**src/rtl/usb_nrzi_tx.sv**
```systemverilog
// USB full-speed packet transmitter: SYNC, bit stuffing, NRZI line coding and EOP generation.
// One-byte holding register in front of an 8-bit shift register, LSB first.
module usb_nrzi_tx #(
   parameter int unsigned CLKS_PER_BIT = 4
) (
   input  logic       clk,
   input  logic       n_rst,
   input  logic       tx_start,
   input  logic [7:0] tx_data,
   input  logic       tx_valid,
   input  logic       tx_last,
   output logic       tx_ready,
   output logic       d_plus,
   output logic       d_minus,
   output logic       tx_busy,
   output logic       tx_done,
   output logic       tx_err
);

   localparam int unsigned CW = (CLKS_PER_BIT > 1) ? $clog2(CLKS_PER_BIT) : 1;
   localparam logic [CW-1:0] CntMax = CW'(CLKS_PER_BIT - 1);

   typedef enum logic [2:0] {StIdle, StSync, StData, StEopSe0, StEopJ} state_e;

   state_e        state_q, state_d;
   logic [CW-1:0] cnt_q, cnt_d;
   logic [7:0]    sr_q, sr_d;
   logic [2:0]    idx_q, idx_d;
   logic          last_q, last_d;
   logic [2:0]    ones_q, ones_d;
   logic          dp_q, dp_d, dm_q, dm_d;
   logic [7:0]    hold_q, hold_d;
   logic          hold_last_q, hold_last_d;
   logic          hold_vld_q, hold_vld_d;
   logic          done_q, done_d, err_q, err_d;

   logic          bit_end;
   logic          send_bit;
   logic          send_raw;
   logic [2:0]    idx_nxt;

   assign bit_end = (cnt_q == CntMax);
   assign idx_nxt = idx_q + 3'd1;

   always_comb begin
      state_d     = state_q;
      cnt_d       = (state_q == StIdle || bit_end) ? '0 : cnt_q + CW'(1);
      sr_d        = sr_q;
      idx_d       = idx_q;
      last_d      = last_q;
      ones_d      = ones_q;
      dp_d        = dp_q;
      dm_d        = dm_q;
      hold_d      = hold_q;
      hold_last_d = hold_last_q;
      hold_vld_d  = hold_vld_q;
      done_d      = 1'b0;
      err_d       = 1'b0;
      send_bit    = 1'b0;
      send_raw    = 1'b0;

      if (tx_valid && !hold_vld_q) begin
         hold_d      = tx_data;
         hold_last_d = tx_last;
         hold_vld_d  = 1'b1;
      end

      case (state_q)
         StIdle: begin
            if (tx_start) begin
               state_d  = StSync;
               sr_d     = 8'h80;
               idx_d    = '0;
               last_d   = 1'b0;
               ones_d   = '0;
               send_bit = 1'b1;
               send_raw = 1'b0;
            end
         end
         StSync, StData: begin
            if (bit_end) begin
               if (ones_q == 3'd6) begin
                  // Stuffed zero: toggle the line without consuming a data bit.
                  dp_d   = dm_q;
                  dm_d   = dp_q;
                  ones_d = '0;
               end else if (idx_q != 3'd7) begin
                  idx_d    = idx_nxt;
                  send_bit = 1'b1;
                  send_raw = sr_q[idx_nxt];
               end else if (last_q) begin
                  state_d = StEopSe0;
                  idx_d   = '0;
                  dp_d    = 1'b0;
                  dm_d    = 1'b0;
               end else if (hold_vld_q) begin
                  state_d    = StData;
                  sr_d       = hold_q;
                  last_d     = hold_last_q;
                  hold_vld_d = 1'b0;
                  idx_d      = '0;
                  send_bit   = 1'b1;
                  send_raw   = hold_q[0];
               end else begin
                  err_d   = 1'b1;
                  state_d = StEopSe0;
                  idx_d   = '0;
                  dp_d    = 1'b0;
                  dm_d    = 1'b0;
               end
            end
         end
         StEopSe0: begin
            if (bit_end) begin
               if (idx_q == 3'd0) begin
                  idx_d = 3'd1;
               end else begin
                  state_d = StEopJ;
                  dp_d    = 1'b1;
                  dm_d    = 1'b0;
               end
            end
         end
         StEopJ: begin
            if (bit_end) begin
               state_d = StIdle;
               done_d  = 1'b1;
               idx_d   = '0;
               ones_d  = '0;
            end
         end
         default: state_d = StIdle;
      endcase

      // NRZI: raw 0 toggles between J and K, raw 1 holds the line.
      if (send_bit) begin
         if (!send_raw) begin
            dp_d   = dm_q;
            dm_d   = dp_q;
            ones_d = '0;
         end else begin
            ones_d = ones_q + 3'd1;
         end
      end
   end

   always_ff @(posedge clk or negedge n_rst) begin
      if (!n_rst) begin
         state_q     <= StIdle;
         cnt_q       <= '0;
         sr_q        <= '0;
         idx_q       <= '0;
         last_q      <= 1'b0;
         ones_q      <= '0;
         dp_q        <= 1'b1;
         dm_q        <= 1'b0;
         hold_q      <= '0;
         hold_last_q <= 1'b0;
         hold_vld_q  <= 1'b0;
         done_q      <= 1'b0;
         err_q       <= 1'b0;
      end else begin
         state_q     <= state_d;
         cnt_q       <= cnt_d;
         sr_q        <= sr_d;
         idx_q       <= idx_d;
         last_q      <= last_d;
         ones_q      <= ones_d;
         dp_q        <= dp_d;
         dm_q        <= dm_d;
         hold_q      <= hold_d;
         hold_last_q <= hold_last_d;
         hold_vld_q  <= hold_vld_d;
         done_q      <= done_d;
         err_q       <= err_d;
      end
   end

   assign tx_ready = ~hold_vld_q;
   assign d_plus   = dp_q;
   assign d_minus  = dm_q;
   assign tx_busy  = (state_q != StIdle);
   assign tx_done  = done_q;
   assign tx_err   = err_q;

endmodule

```
**config.mk**
```make
export PLATFORM = sky130hd
export DESIGN_NAME = usb_nrzi_tx
export DESIGN_NICKNAME = d
export VERILOG_FILES = /design/src/rtl/usb_nrzi_tx.sv
export SDC_FILE = /design/constraint.sdc
export NUM_CORES = 1
export LEC_CHECK = 0
export CAP_MARGIN = 15
export CORE_AREA = 2 2 59 61
export DETAILED_ROUTE_END_ITERATION = 8
export DIE_AREA = 0 0 61 63
export PLACE_DENSITY = 0.91
export SETUP_SLACK_MARGIN = 0.3
export SKIP_LAST_GASP = 1
export SLEW_MARGIN = 20
export SYNTH_ARGS = -nofsm -noshare
export SYNTH_HDL_FRONTEND = slang
export SYNTH_SLANG_ARGS = --single-unit
export TNS_END_PERCENT = 50
```
**constraint.sdc**
```tcl
create_clock -name clk -period 3.9 [get_ports clk]
set_clock_uncertainty 0.1 [all_clocks]
set_input_delay 0.78 -clock clk [delete_from_list [all_inputs] [get_ports clk]]
set_output_delay 0.78 -clock clk [all_outputs]
set_load 0.005 [all_outputs]
```
==> impl_metrics.py, run 1 <==
metrics = {
    "drt": {
        "wl_um": 3533,
        "num_vias": 1439,
        "routedWlPerCell_um": 13.85,
        "first_pass_iters": 4,
        "via_per_inst": 5.643,
        "drtAntennaViolNets": 0,
        "drtIter0Drc": 99,
        "route.detailed.drc": 0,
    },
    "die": {
        "placeableCoreArea_sq_um": 3232,
        "fp.dieH_um": 63,
        "io_pins": 19,
        "die-area_sq_um": 3843,
        "start_util_pct": 57.10,
        "die_x_um": 61,
        "num_rows": 21,
    },
    "min_path": {
        "worstHoldEndpoint": "cnt_q[0]",
        "hold-path-cell-count": 1,
        "worstHoldStart": "cnt_q[0]",
        "hold_path.class": "reg2reg",
    },
    "global_route": {
        "overflow": 0,
        "grt_pass1_wl_um": 6292,
        "grt_max_degree": 35,
        "grt.total_usage_pct": 22.02,
        "antenna_found_initial": 0,
        "grt_pass1_vias": 1410,
    },
    "setup_path": {
        "worst_setup_path_end_kind": "output pin",
        "rr_worst_depth": 7,
        "timing_worst_setup_path_type": "reg2out",
        "arrival_ns": 1.80,
        "r2r-start": "idx_q[0]",
        "critPathMaxFanout": 16,
        "regToRegEndpoint": "d_minus",
        "cp-start-kind": "flop",
        "required_ns": 3.02,
        "r2r_slack_ns": 1.50,
    },
    "placed_design": {
        "place_congestion": 0.8470,
        "dp_slack_ns": 1.359,
        "post-dp-hpwl_um": 2561,
        "place_area_sq_um": 2041,
        "io_buffers": 18,
    },
    "timing": {
        "fin_ws_ns": 1.220,
        "period_share_pct": 68.71,
        "finalHoldViolCount": 0,
        "slew_viol_final": 0,
        "fin_setup_tns_ns": 0,
        "fmax_mhz": 373.2,
        "tightest_slew_ns": 0.7234,
        "rsz0062_at_grt": "no",
        "max_slew_margin_pct": 51.67,
        "setup_violations": 0,
        "min_period_ns": 2.680,
    },
    "synth": {
        "yosys_warnings": 0,
        "syn_avg_cell_area_sq_um": 9.713,
        "synth_top_cell_by_area": "dfrtp_1",
        "synth_top_area_share_pct": 44.75,
        "synth_enable_flop_cells": 0,
        "synth.top_cells.by_area": "dfrtp_1 45%, mux2_2 5.5%, nand2_1 5.1%, ha_1 4.1%, o21ai_0 3.3%",
        "ys_seq_elements": 34,
        "syn_area_sq_um": 1846,
        "syn-num-nets": 209,
        "ys_async_sr_fraction_pct": 100.0,
        "ys_seq_area_share_pct": 46.17,
        "yosysUniqueCellTypes": 48,
        "synth-main-ff-cell": "dfrtp_1",
        "synth_cells": 190,
    },
    "layout": {
        "areaGrowthSynthToFinish_pct": 13.83,
        "final_area_sq_um": 2101,
        "mostFrequentLayoutCell": "dfrtp_1",
        "nFillCells": 256,
        "drive_gt1_share_pct": 12.92,
        "antenna_cells": 0,
        "final_cell_mix": "33 x dfrtp_1, 25 x nand2_1, 18 x clkdlybuf4s50_1",
        "nets": 227,
    },
    "cts": {
        "clk-insertion-delay-late_ns": 0.34,
        "cts_root_buf": "clkbuf_4",
        "postCtsSetupRepairBufs": 0,
        "cts_buffers": 5,
        "hold_buffers": 0,
        "htree_levels": 2,
        "clk_pin_slew_worst_paths_ns": 0.11,
        "cts_resized": 0,
        "cts_tree": "yes",
        "clk_path_buf_depth": 2,
        "cts_num_sinks": 34,
    },
    "run": {
        "drv_cap": 0,
    },
    "power_and_ir_drop": {
        "power_density_nw_per_um2": 734.2,
        "power_mw": 1.542,
        "leakagePower_nw": 0.9311,
        "ir_drop_mv": 0.4154,
    },
    "run_status": {
        "status": "finished, final reports clean",
    },
}
-- stage by stage --
| stage | util [%] | cells | hold slack, ns |
|---|---|---|---|
| after floorplan | - | 190 | 0.3150 |
| after global placement | 63.14 | 247 | 0.3268 |
| after detailed placement | 63.14 | 247 | 0.3430 |
| after CTS | 65.00 | 255 | 0.3561 |
| after global routing | 65.00 | 255 | 0.3848 |
| final | 65.00 | 255 | 0.3538 |
-- per-layer routing --
layer / share of wire, % / GRT usage (%) / wire length [um] / vias to the layer above
li1: - / - / - / 701
met1: 44 / 31.19 / 1570 / 674
met2: 47 / 31.32 / 1675 / 60
met3: 6.1 / 6.004 / 215 / 4
met4: 2.0 / 9.783 / 71 / 0
met5: 0 / 0 / 0 / -
-- worst max path at each step --
| stage | from | to | slack [ns] |
|---|---|---|---|
| after global placement | tx_start | d_minus | 1.42 |
| after floorplan | idx_q[0] | d_minus | 1.72 |
| after detailed placement | tx_start | sr_q[4] | 1.36 |
| after global routing | state_q[2] | tx_busy | 1.06 |
| after CTS | state_q[2] | tx_busy | 1.21 |
| final | state_q[2] | tx_busy | 1.22 |
-- layout make-up --
type / count / area [sq um] / area share [%]
well taps: 46 / 57.56 / 2.740
clock buffers: 7 / 55.05 / 2.621
clock inverters: 1 / 5.005 / 0.2382
flip-flops and latches: 34 / 852.1 / 40.56
multi-input cells: 139 / 909.6 / 43.30
inverters: 9 / 33.78 / 1.608
repair buffers: 19 / 187.7 / 8.934
-- synthesized netlist by cell type, types with 3 or more instances --
master,count
and3_1,3
o21bai_1,3
mux2i_1,5
nand3_1,6
mux2_2,9
nand2_1,25
buf_2,4
nor2b_1,5
nor3_1,8
o21ai_0,12
ha_1,6
inv_1,9
nor2_1,9
dfrtp_1,33
a21oi_1,10
o21ai_1,3
-- worst max-delay path: stages (launching register included) --
cell and delay (ns):
dfrtp_1 0.57, nor3_1 0.38, inv_1 0.07, clkdlybuf4s50_1 0.44
-- power breakdown --
part | internal (mW) | total, mW | switching (mW)
sequential | 0.488 | 0.626 | 0.138
combinational | 0.325 | 0.712 | 0.388
clock | 0.0874 | 0.204 | 0.116
total | 0.900 | 1.54 | 0.642
-- flip-flops by register name, indices dropped and copies added, names as in the netlist --
register / flops
hold_q: 8
ones_q: 3
cnt_q: 2
d_plus: 1
last_q: 1
sr_q: 8
tx_err: 1
d_minus: 1
tx_done: 1
state_q: 3
idx_q: 3
hold_vld_q: 1
hold_last_q: 1
-- kinds of logic (layout without fill, tap and decap cells) --
| family | Yosys count | after routing | synth area share, % |
|---|---|---|---|
| xor gates and xnor gates | 2 | 2 | 0.9493 |
| DFF | 34 | 34 | 46.17 |
| muxes | 15 | 15 | 9.424 |
| AOI/OAI and AO/OA | 45 | 45 | 15.19 |
| and+or+nand+nor | 71 | 71 | 19.66 |
| adders and majority gates | 6 | 6 | 4.068 |
| buffers and inverters | 17 | 36 | 4.542 |
Power figures use the tool's default switching activity.
==> run 2: changes to the inputs <==
- CORE_AREA: 2 2 59 61 -> 2 2 61 63
- DIE_AREA: 0 0 61 63 -> 0 0 63 65
- PLACE_DENSITY: 0.91 -> 0.86
- clock period: 3.9 -> 2.5 ns (I/O delays scaled with it)
==> impl_metrics.py, run 2 (synthesized netlist as in run 1, its figures left out) <==
metrics = {
    "run_status": {
        "status": "finished, final reports clean",
    },
    "cts": {
        "htree_levels": 2,
        "cts_root_buf": "clkbuf_4",
        "clk_pin_slew_worst_paths_ns": 0.10,
        "cts_tree": "yes",
        "hold_buffers": 0,
        "cts_num_sinks": 34,
        "cts_buffers": 5,
        "clk-insertion-delay-late_ns": 0.34,
        "clk_path_buf_depth": 2,
    },
    "placed_design": {
        "post-dp-hpwl_um": 2549,
        "place_congestion": 0.8936,
        "dp_cells": 253,
        "io_buffers": 18,
    },
    "timing": {
        "slew_viol_final": 0,
        "fin_setup_tns_ns": 0,
        "rsz0062_at_grt": "yes",
        "max_slew_margin_pct": 66.88,
        "min_period_ns": 2.143,
        "finalHoldViolCount": 0,
        "tightest_slew_ns": 0.4967,
        "setup_violations": 0,
        "fmax_mhz": 466.7,
        "period_share_pct": 85.71,
    },
    "global_route": {
        "grt.total_usage_pct": 19.64,
        "grt_pass1_vias": 1396,
        "grt_pass1_wl_um": 6244,
        "overflow": 0,
        "grt_max_degree": 35,
        "antenna_found_initial": 0,
    },
    "die": {
        "fp.dieH_um": 65,
        "num_rows": 22,
        "die-area_sq_um": 4095,
        "start_util_pct": 52.79,
        "io_pins": 19,
        "placeableCoreArea_sq_um": 3496,
        "die_x_um": 63,
    },
    "layout": {
        "drive_gt1_share_pct": 22.48,
        "mostFrequentLayoutCell": "dfrtp_1",
        "reg.largest.list": "hold_q (8), sr_q (8)",
        "nets": 236,
        "areaGrowthSynthToFinish_pct": 21.69,
        "nFillCells": 293,
        "multi_input_comb_area_sq_um": 957.2,
        "antenna_cells": 0,
        "regArea_sq_um": 857.1,
        "final_cell_count_no_fill": 266,
        "final_cell_mix": "29 x dfrtp_1, 25 x nand2_1, 18 x clkdlybuf4s50_1",
    },
    "setup_path": {
        "critPathMaxFanout": 6,
        "arrival_ns": 1.54,
        "cp-start-kind": "flop",
        "timing_worst_setup_path_type": "reg2out",
        "required_ns": 1.90,
        "worst_setup_path_end_kind": "output pin",
    },
    "drt": {
        "first_pass_iters": 4,
        "num_vias": 1453,
        "drtIter0Drc": 49,
        "via_per_inst": 5.462,
        "route.detailed.drc": 0,
        "routedWlPerCell_um": 13.47,
        "drtAntennaViolNets": 0,
        "wl_um": 3584,
    },
    "min_path": {
        "hold_path.class": "reg2reg",
    },
    "power_and_ir_drop": {
        "ir_drop_mv": 0.5957,
        "leakagePower_nw": 0.9782,
        "power_density_nw_per_um2": 1176,
    },
    "run": {
        "drv_cap": 0,
    },
}
==> run 2: changes by cell type in the layout (fill, tap and decap cells not counted), sizes merged <==
cell / change
clkinvlp: +2
clkinv: -1
buf: +9
clkbuf: -2
bufinv: +1
==> run 2: power breakdown <==
group | total [mW] | internal, mW | leakage, nW | switching, mW
Clock | 0.404 | 0.210 | 0.0374 | 0.194
Combinational | 1.30 | 0.614 | 0.511 | 0.689
Sequential | 0.934 | 0.768 | 0.429 | 0.166
Total | 2.64 | 1.59 | 0.978 | 1.05
==> run 2: worst max-delay path, cell delays in order, from the launching register on <==
cell and delay, ns:
dfrtp_2 0.49, nor3_4 0.23, inv_1 0.05, clkdlybuf4s50_1 0.44
==> run 2: final cells by class <==
type                            count  area share [%]
Multi-Input combinational cell    139           42.62
Sequential cell                    34           38.16
Timing Repair Buffer               28           11.36
Tap cell                           48           2.674
Clock inverter                      3           2.006
Clock buffer                        5           1.671
Inverter                            9           1.504
==> run 2: final timing paths <==
| check | startpoint | endpoint | slack [ns] | depth (start not counted) |
|---|---|---|---|---|
| setup / recovery | state_q[2] | tx_busy | 0.36 | 3 |
| hold reg to reg | cnt_q[0] | cnt_q[0] | 0.34 | 1 |
| max in group asynchronous | n_rst | d_plus | 1.52 | 2 |
| setup reg to reg | idx_q[0] | d_minus | 0.37 | 7 |
| min in group asynchronous | n_rst | sr_q[0] | 0.45 | 2 |
| hold / removal | cnt_q[0] | cnt_q[0] | 0.34 | 1 |
==> run 2: what timing repair did <==
item	CTS	global route
setup endpoints to repair	6	2
resized for setup	7	6
pin swaps	0	3
setup buffers	2	3
==> run 2: metal layers <==
layer | wire length, um | track usage, % | vias up
met5 | 0 | 0 | -
met4 | 39 | 9.167 | 0
met3 | 151 | 4.688 | 2
met2 | 1736 | 30.45 | 42
met1 | 1657 | 26.08 | 681
li1 | - | - | 728
==> run 2: through the flow <==
| step | utilization (%) | instance area [sq um] | hold WS [ns] | power [mW] | setup WS (ns) |
|---|---|---|---|---|---|
| 2_1_floorplan | - | 1846 | 0.1044 | 1.808 | 0.3228 |
| 3_3_place_gp | 59.31 | 2073 | 0.3260 | 2.034 | 0.2552 |
| 3_5_place_dp | 59.31 | 2073 | 0.3336 | 2.073 | 0.1753 |
| 4_1_cts | 63.10 | 2206 | 0.3481 | 2.561 | 0.3081 |
| 5_1_grt | 64.24 | 2246 | 0.3535 | 2.871 | 0.2736 |
| 6_report | 64.24 | 2246 | 0.3417 | 2.641 | 0.3572 |
==> run 3: changes to the inputs <==
- CTS_CLUSTER_DIAMETER: default -> 100
==> results of run 3 <==
The final DEF is identical to that of run 2; final timing and power are the same.
